===== src/rtl/vga_timing_gen_if.sv =====
// Bundle of VGA timing signals between the timing generator and its consumers.
// The generator owns every signal except enable, which its consumer drives.
interface vga_timing_gen_if;
  logic       enable;
  logic [9:0] hcount;
  logic [9:0] vcount;
  logic       hsync;
  logic       vsync;
  logic       video_on;
  logic [7:0] xvga;
  logic [7:0] yvga;
  logic       pix_en;
  logic       frame_start;

  modport master (
    input  enable,
    output hcount, vcount, hsync, vsync, video_on, xvga, yvga, pix_en, frame_start
  );

  modport slave (
    output enable,
    input  hcount, vcount, hsync, vsync, video_on, xvga, yvga, pix_en, frame_start
  );
endinterface


===== src/rtl/vga_timing_gen.sv =====
// 640x480@60 VGA raster timing with a pixel-rate enable derived from the system clock.
// Also provides game-resolution coordinates and a one-clock frame_start pulse.
module vga_timing_gen #(
  parameter int CLK_DIV     = 2,
  parameter int H_VISIBLE   = 640,
  parameter int H_FRONT     = 16,
  parameter int H_SYNC      = 96,
  parameter int H_BACK      = 48,
  parameter int V_VISIBLE   = 480,
  parameter int V_FRONT     = 10,
  parameter int V_SYNC      = 2,
  parameter int V_BACK      = 33,
  parameter int SCALE_SHIFT = 2
) (
  input  logic                  clk,
  input  logic                  rst_n,
  vga_timing_gen_if.master      vga
);

  localparam int H_TOTAL      = H_VISIBLE + H_FRONT + H_SYNC + H_BACK;
  localparam int V_TOTAL      = V_VISIBLE + V_FRONT + V_SYNC + V_BACK;
  localparam int H_SYNC_START = H_VISIBLE + H_FRONT;
  localparam int H_SYNC_END   = H_SYNC_START + H_SYNC;
  localparam int V_SYNC_START = V_VISIBLE + V_FRONT;
  localparam int V_SYNC_END   = V_SYNC_START + V_SYNC;

  logic [2:0] div_q, div_d;
  logic       run_q;
  logic [9:0] hCount_q, hCount_d;
  logic [9:0] vCount_q, vCount_d;
  logic       hsync_q, vsync_q, videoOn_q, frameStart_q;
  logic [7:0] xvga_q, yvga_q;
  logic       pixEn, lineEnd, frameEnd, visibleNext;
  logic [7:0] xNext, yNext;

  // Next-state counters; outputs are derived from these so they line up with the counters.
  always_comb begin
    div_d    = div_q;
    hCount_d = hCount_q;
    vCount_d = vCount_q;
    lineEnd  = (hCount_q == 10'(H_TOTAL - 1));
    frameEnd = lineEnd && (vCount_q == 10'(V_TOTAL - 1));
    // run_q keeps a divide-by-1 generator from strobing while still in reset.
    pixEn    = vga.enable && run_q && (div_q == 3'(CLK_DIV - 1));

    if (vga.enable) begin
      div_d = (div_q == 3'(CLK_DIV - 1)) ? 3'd0 : div_q + 3'd1;
    end

    if (pixEn) begin
      hCount_d = lineEnd ? 10'd0 : hCount_q + 10'd1;
      if (lineEnd) begin
        vCount_d = frameEnd ? 10'd0 : vCount_q + 10'd1;
      end
    end

    visibleNext = (hCount_d < 10'(H_VISIBLE)) && (vCount_d < 10'(V_VISIBLE));
    xNext       = visibleNext ? 8'(hCount_d >> SCALE_SHIFT) : 8'd0;
    yNext       = visibleNext ? 8'(vCount_d >> SCALE_SHIFT) : 8'd0;
  end

  always_ff @(posedge clk or negedge rst_n) begin
    if (!rst_n) begin
      div_q        <= 3'd0;
      run_q        <= 1'b0;
      hCount_q     <= 10'd0;
      vCount_q     <= 10'd0;
      hsync_q      <= 1'b1;
      vsync_q      <= 1'b1;
      videoOn_q    <= 1'b1;
      xvga_q       <= 8'd0;
      yvga_q       <= 8'd0;
      frameStart_q <= 1'b0;
    end else begin
      div_q        <= div_d;
      run_q        <= 1'b1;
      hCount_q     <= hCount_d;
      vCount_q     <= vCount_d;
      hsync_q      <= !((hCount_d >= 10'(H_SYNC_START)) && (hCount_d < 10'(H_SYNC_END)));
      vsync_q      <= !((vCount_d >= 10'(V_SYNC_START)) && (vCount_d < 10'(V_SYNC_END)));
      videoOn_q    <= visibleNext;
      xvga_q       <= xNext;
      yvga_q       <= yNext;
      frameStart_q <= pixEn && frameEnd;
    end
  end

  assign vga.hcount      = hCount_q;
  assign vga.vcount      = vCount_q;
  assign vga.hsync       = hsync_q;
  assign vga.vsync       = vsync_q;
  assign vga.video_on    = videoOn_q;
  assign vga.xvga        = xvga_q;
  assign vga.yvga        = yvga_q;
  assign vga.pix_en      = pixEn;
  assign vga.frame_start = frameStart_q && vga.enable;

endmodule


===== src/flat_wrapper.sv =====
// flat-port wrapper written by rule: the top's interface ports become plain ports
module vga_timing_gen_flat 
#(
  parameter int CLK_DIV     = 2,
  parameter int H_VISIBLE   = 640,
  parameter int H_FRONT     = 16,
  parameter int H_SYNC      = 96,
  parameter int H_BACK      = 48,
  parameter int V_VISIBLE   = 480,
  parameter int V_FRONT     = 10,
  parameter int V_SYNC      = 2,
  parameter int V_BACK      = 33,
  parameter int SCALE_SHIFT = 2
)
  (clk, rst_n, vga_enable, vga_hcount, vga_vcount, vga_hsync, vga_vsync, vga_video_on, vga_xvga, vga_yvga, vga_pix_en, vga_frame_start);
  vga_timing_gen_if vga_i ();
  input  logic clk;
  input  logic rst_n;
  input wire logic [$bits(vga_i.enable)-1:0] vga_enable;
  output wire logic [$bits(vga_i.hcount)-1:0] vga_hcount;
  output wire logic [$bits(vga_i.vcount)-1:0] vga_vcount;
  output wire logic [$bits(vga_i.hsync)-1:0] vga_hsync;
  output wire logic [$bits(vga_i.vsync)-1:0] vga_vsync;
  output wire logic [$bits(vga_i.video_on)-1:0] vga_video_on;
  output wire logic [$bits(vga_i.xvga)-1:0] vga_xvga;
  output wire logic [$bits(vga_i.yvga)-1:0] vga_yvga;
  output wire logic [$bits(vga_i.pix_en)-1:0] vga_pix_en;
  output wire logic [$bits(vga_i.frame_start)-1:0] vga_frame_start;
  assign vga_i.enable = vga_enable;
  assign vga_hcount = vga_i.hcount;
  assign vga_vcount = vga_i.vcount;
  assign vga_hsync = vga_i.hsync;
  assign vga_vsync = vga_i.vsync;
  assign vga_video_on = vga_i.video_on;
  assign vga_xvga = vga_i.xvga;
  assign vga_yvga = vga_i.yvga;
  assign vga_pix_en = vga_i.pix_en;
  assign vga_frame_start = vga_i.frame_start;
  vga_timing_gen #(.CLK_DIV(CLK_DIV), .H_VISIBLE(H_VISIBLE), .H_FRONT(H_FRONT), .H_SYNC(H_SYNC), .H_BACK(H_BACK), .V_VISIBLE(V_VISIBLE), .V_FRONT(V_FRONT), .V_SYNC(V_SYNC), .V_BACK(V_BACK), .SCALE_SHIFT(SCALE_SHIFT)) u_core (.clk(clk), .rst_n(rst_n), .vga(vga_i));
endmodule

===== config.mk =====
export PLATFORM = sky130hd
export DESIGN_NAME = vga_timing_gen_flat
export DESIGN_NICKNAME = d
export VERILOG_FILES = /design/src/rtl/vga_timing_gen_if.sv /design/src/rtl/vga_timing_gen.sv /design/src/flat_wrapper.sv
export SDC_FILE = /design/constraint.sdc
export NUM_CORES = 1
export LEC_CHECK = 0
export BUFFER_PORTS_ARGS = -buffer_cell sky130_fd_sc_hd__buf_2
export CORE_MARGIN = 4
export CORE_UTILIZATION = 35
export CTS_BUF_LIST = sky130_fd_sc_hd__clkbuf_8
export CTS_CLUSTER_SIZE = 24
export DETAILED_ROUTE_END_ITERATION = 16
export SYNTH_ARGS = -nofsm -noshare
export SYNTH_HDL_FRONTEND = slang
export SYNTH_SLANG_ARGS = --single-unit

===== constraint.sdc =====
create_clock -name clk -period 4.2 [get_ports clk]
set_clock_uncertainty 0.15 [all_clocks]
set_input_delay 0.21 -clock clk [delete_from_list [all_inputs] [get_ports clk]]
set_output_delay 0.21 -clock clk [all_outputs]
set_load 0.02 [all_outputs]

After elaboration in Yosys (flattened, before gate mapping):

Cells that the tools add are included.

* input bits: 3
* output and inout bits: 41
* flip-flop bits (word level): 44
* logic and storage cells: 40

* muxes and demuxes: 8
* add/sub/neg operators: 3
* order comparisons: 6
* equality and inequality tests: 3
* reductions and logical operators: 10

Operators by type and width (number)
* $mux W10: 5
* $add A10 B1 Y10 const B: 2
* $eq A10 B10 Y1 const B: 2
* $lt A10 B10 Y1 const B: 2
* $lt A10 B9 Y1 const B: 2
* $mux W8: 2
* $ge A10 B10 Y1 const B: 1
* $ge A10 B9 Y1 const B: 1
* $logic_and A1 B1 Y1: 8
* $add A3 B1 Y3 const B: 1
* $eq A3 B1 Y1 const B: 1
* $mux W3: 1
* $logic_not A1 Y1: 2

Longest topological paths before layout:

* depth in word-level cells: 8
* mapped depth: 10
* mapped depth without buffers: 7

Least setup slack after synthesis:

OpenSTA, ideal clock, no wires.

* path type: flip-flop to flip-flop
* start point: register u_core.hCount_q[0], in the netlist u_core.vga.hcount[0]
* end point: register u_core.xvga_q[0], in the netlist u_core.vga.xvga[0]
* required time: 3962 ps
* period minus slack after synthesis: 2364 ps
* path buffers: 2
* slack: 1836 ps
* stages on the path, launching flop included: 10
* data arrival time: 2126 ps
* library setup time: 88 ps
* path through: dfrtp_1 -> ha_1 -> nand3_1 -> nor4b_4 -> nand4_1 -> xnor2_2 -> and3_1 -> buf_2 -> buf_4 -> nor3b_1

* cells in the longest elaborated chain, start to end: 8
* elaborated cells on any way between the ends: 12
* those cells by class: add/sub (1); order compare (2); eq/ne (1); mux (6); reduce/logical (2)

Ends and longest elaborated chain
* from (decl): line vga_timing_gen.sv:29 `logic [9:0] hCount_q, hCount_d;`
* from (signal assigned): line vga_timing_gen.sv:77 `hCount_q <= hCount_d;`
* $eq A10 B10 Y1 (*): line vga_timing_gen.sv:41 `lineEnd = (hCount_q == 10'(H_TOTAL - 1));`
* $logic_and A1 B1 Y1: line vga_timing_gen.sv:42 `frameEnd = lineEnd && (vCount_q == 10'(V_TOTAL - 1));`
* $mux W10: line vga_timing_gen.sv:53 `vCount_d = frameEnd ? 10'd0 : vCount_q + 10'd1;`
* $mux W10 (*): line vga_timing_gen.sv:52 `if (lineEnd) begin`
* $mux W10 (*): line vga_timing_gen.sv:50 `if (pixEn) begin`
* via u_core.vCount_d[5]: line vga_timing_gen.sv:30 `logic [9:0] vCount_q, vCount_d;`
* $lt A10 B9 Y1 (*): line vga_timing_gen.sv:57 `visibleNext = (hCount_d < 10'(H_VISIBLE)) && (vCount_d < 10'(V_VISIBLE));`
* $logic_and A1 B1 Y1 (*): line vga_timing_gen.sv:57
* $mux W8 (*): line vga_timing_gen.sv:58 `xNext = visibleNext ? 8'(hCount_d >> SCALE_SHIFT) : 8'd0;`
* via u_core.xNext[0]: line vga_timing_gen.sv:34 `logic [7:0] xNext, yNext;`
* to (signal assigned): line vga_timing_gen.sv:82 `xvga_q <= xNext;`
* to (decl): line vga_timing_gen.sv:32 `logic [7:0] xvga_q, yvga_q;`

Mark *: on every way through the listed nets, which the timed path passes. The rest lies on a longest branch.
A chain may end at the register's enable or synchronous reset.

Worst setup path in the final report:

* start point: input port vga_enable
* end point: register u_core.xvga_q[1], in the netlist u_core.vga.xvga[1]

* cells in the longest elaborated chain, start to end: 6
* elaborated cells on any way between the ends: 8
* those cells by class: order compare (2); mux (3); reduce/logical (3)

Ends and longest elaborated chain
* from (decl): line flat_wrapper.sv:19 `input wire logic [$bits(vga_i.enable)-1:0] vga_enable;`
* $logic_and A1 B1 Y1 (*) (2 in series): line vga_timing_gen.sv:44 `pixEn = vga.enable && run_q && (div_q == 3'(CLK_DIV - 1));`
* $mux W10: line vga_timing_gen.sv:50
* $lt A10 B10 Y1 / $lt A10 B9 Y1 (equally long branches): line vga_timing_gen.sv:57
* $logic_and A1 B1 Y1: line vga_timing_gen.sv:57
* $mux W8 (*): line vga_timing_gen.sv:58
* via u_core.xNext[1]: line vga_timing_gen.sv:34

Marked as above.

==> flow_metrics.tcl <==
set metrics [dict create \
    status "completed" \
    hold_violations 0 \
    synthFlopType "dfrtp_1" \
    nets 244 \
    fin_crit_ps 2830 \
    grt_pass1_wl_mm 7.73 \
    fin_total_pwr_w 0.000933 \
    drive_above_1_share 0.264 \
    worst_slack_ps 1370 \
    path_cells "dlygate4sd3_1 -> buf_2 -> nand3b_2 -> or2_1 -> inv_1 -> o21ai_1 -> a211o_1 -> a21o_1 -> nor4_1" \
    cts_tree "done" \
    via_per_inst 4.98 \
    layout_commonest_cell "buf_2" \
    wl_met3_um 185 \
    initial_utilization 0.366 \
    fin_crit_sh 0.674 \
    async_reset_ff_frac 1.00 \
    min-delay-start "u_core.div_q[2]" \
    synth_top_area_frac 0.503 \
    cpPeakStageDelay_ps 520 \
    startpoint "vga_enable" \
    power_frac_seq 0.512 \
    dp_hpwl_mm 3.22 \
    sw_frac_of_total 0.272 \
    cts_sinks 44 \
    pre_cts_slack_ps 1480 \
    hold_buffers 2 \
    hp-class "reg -> reg" \
    seq_area_frac_synth 0.542 \
    final_cell_mix "43 x buf_2, 41 x dfrtp_1, 15 x nand3_1" \
    combPwrFrac 0.122 \
    timing.fmax_mhz 353 \
    rows 27 \
    timing.rr.start "u_core.div_q[1]" \
    core_area_um2 5570 \
    fill_cells 546 \
    antenna_found_initial 0 \
    power_density_nw_per_um2 381 \
    ios 44 \
    cp.required_ps 4250 \
    area_growth_pct 20.0 \
    grt_pass1_vias 1583 \
    cts-htree-levels 2 \
    grt_start_max_net_pins 45 \
    syn_area_um2 2040 \
    avgSynthCellArea_um2 10.6 \
    stdcell_area_um2 2440 \
    ys_ff_latch 44 \
    wire_per_inst_um 14.6 \
    topRoutingLayerUsed "met4" \
    relSlewSlack 0.370 \
    met2_length_mm 2.13 \
    peakVddDrop_uv 153 \
    clockPowerShare 0.366 \
    path_max_fanout 13 \
    ant_nets 0 \
    synth_largest_area_cell "dfrtp_1" \
    grt_usage 0.137 \
    r2r_slack_ps 1430 \
    syn_inst 192 \
    placed_cell_area_um2 2300 \
    drc 0 \
    arrival_ps 2880 \
    worstSetupStartpointType "primary input" \
    first_iter_violations 95 \
    cts_resized 0 \
    yosysUniqueCellTypes 47 \
    die_area_um2 7110 \
    die_w_um 84.3 \
    ys_warn_count 0 \
    ctsRootBufferMaster "clkbuf_8" \
    cts_setup_buffers 0 \
    maxSlewViolCount 0 \
    clock_path_buffers 2 \
    rsz0062_at_grt "false" \
    cp-end-kind "flop" \
    cts_made_buffers 5 \
    place.gp.congestion 0.827 \
    diodes 0 \
    crit_type "in -> reg" \
    drt_first_pass_iters 4 \
    switchingPower_w 0.000254 \
    power_leakage_nw 1.25 \
    gr-total-overflow 0 \
    cap_viol_max_count 0 \
    synth-edff-count 0 \
    synthTopCellsByArea "dfrtp_1 50%, dfstp_2 3.9%, nand3_1 3.7%" \
    place.port_buffers 43 \
    synth_nets 198 \
    final.setup.tns_ps 0 \
    wl_met1_mm 2.13 \
    p_int_w 0.000679 \
    dieHeight_um 84.3 \
    wl_mm 4.54 \
    setup_viol 0 \
    tightest_slew_ps 945 \
    critPathSlowestCell "dlygate4sd3_1" \
    clkTransAtPathRegs_ps 80 \
    worst_skew_pair.late_latency_ps 300 \
    vias 1548 \
]
==> cell families (layout without fill, tap and decap cells) <==
logic type                 Yosys count  count (layout)  share of synthesized area
and+or+nand+nor                     91              91                      0.266
DFF                                 44              44                      0.542
AOI/OAI and AO/OA                   22              22                     0.0681
buffers and inverters               17              64                     0.0399
xor gates and xnor gates            11              11                     0.0510
adders and majority gates            3               3                     0.0184
other                                2               2                    0.00368
muxes                                2               2                     0.0104
==> area by class of cell <==
class,count,area (um2),area share
Timing Repair Buffer,45,235,0.0962
Tap cell,72,90.1,0.0368
Sequential cell,44,1100,0.452
Inverter,11,41.3,0.0169
Clock inverter,2,38.8,0.0159
Multi-Input combinational cell,131,852,0.349
Clock buffer,6,82.6,0.0338
==> flip-flops by register name (all words and copies together), names as in the netlist <==
name and count:
u_core.frameStart_q 1, u_core.vga.hcount 10, u_core.vga.vcount 10, u_core.vga.xvga 8, u_core.vga.vsync 1, u_core.vga.yvga 8, u_core.div_q 3, u_core.vga.hsync 1
u_core.vga.video_on 1, u_core.run_q 1
==> final timing paths <==
| check | to | cells after the start |
|---|---|---|
| max | u_core.vga.xvga[1] | 9 |
| min | u_core.div_q[2] | 1 |
| max reg2reg | u_core.vga.xvga[1] | 7 |
| min reg2reg | u_core.div_q[2] | 1 |
| max in group asynchronous | u_core.vga.vcount[0] | 2 |
| min in group asynchronous | u_core.vga.xvga[5] | 2 |
==> stage by stage <==
step	cells	hold slack, ps	util
CTS	311	350	0.439
floorplan	192	-236	-
finish	311	340	0.439
global placement	301	271	0.413
detailed placement	301	272	0.413
global route	311	376	0.439
==> worst max-delay path, delay by kind of cell <==
family	cells	cell delay, ps
simple gates	3	880
compound gates	3	790
buf+inv	3	990
==> layer usage <==
layer / track usage / vias up
met5: 0 / -
met4: 0.0570 / 0
met3: 0.0373 / 9
met2: 0.224 / 29
met1: 0.171 / 747
li1: - / 763
==> power groups by stage <==
stage          Combinational (W)  Clock [W]  Sequential [W]
3_3_place_gp            0.000114          0        0.000484
2_1_floorplan          0.0000527          0        0.000503
4_1_cts                 0.000116   0.000351        0.000477
5_1_grt                 0.000126   0.000372        0.000481
6_report                0.000113   0.000341        0.000478
3_5_place_dp            0.000114          0        0.000485
==> synth_stat cells, types with 2 or more instances <==
library cell,instances
dfrtp_1,41
nand3_1,15
nand2_1,14
inv_1,11
nor2_1,10
and3_1,8
nor3b_1,8
xnor2_1,7
nand4_1,6
o21ai_0,6
nor4_1,5
and2_1,4
nor3_1,4
a21oi_1,3
a31oi_1,3
and4_1,3
dfstp_2,3
ha_1,3
xor2_1,3
a211oi_1,2
a21o_1,2
and3b_1,2
buf_2,2
buf_4,2
conb_1,2
nand2b_1,2
Power figures use the tool's default switching activity.
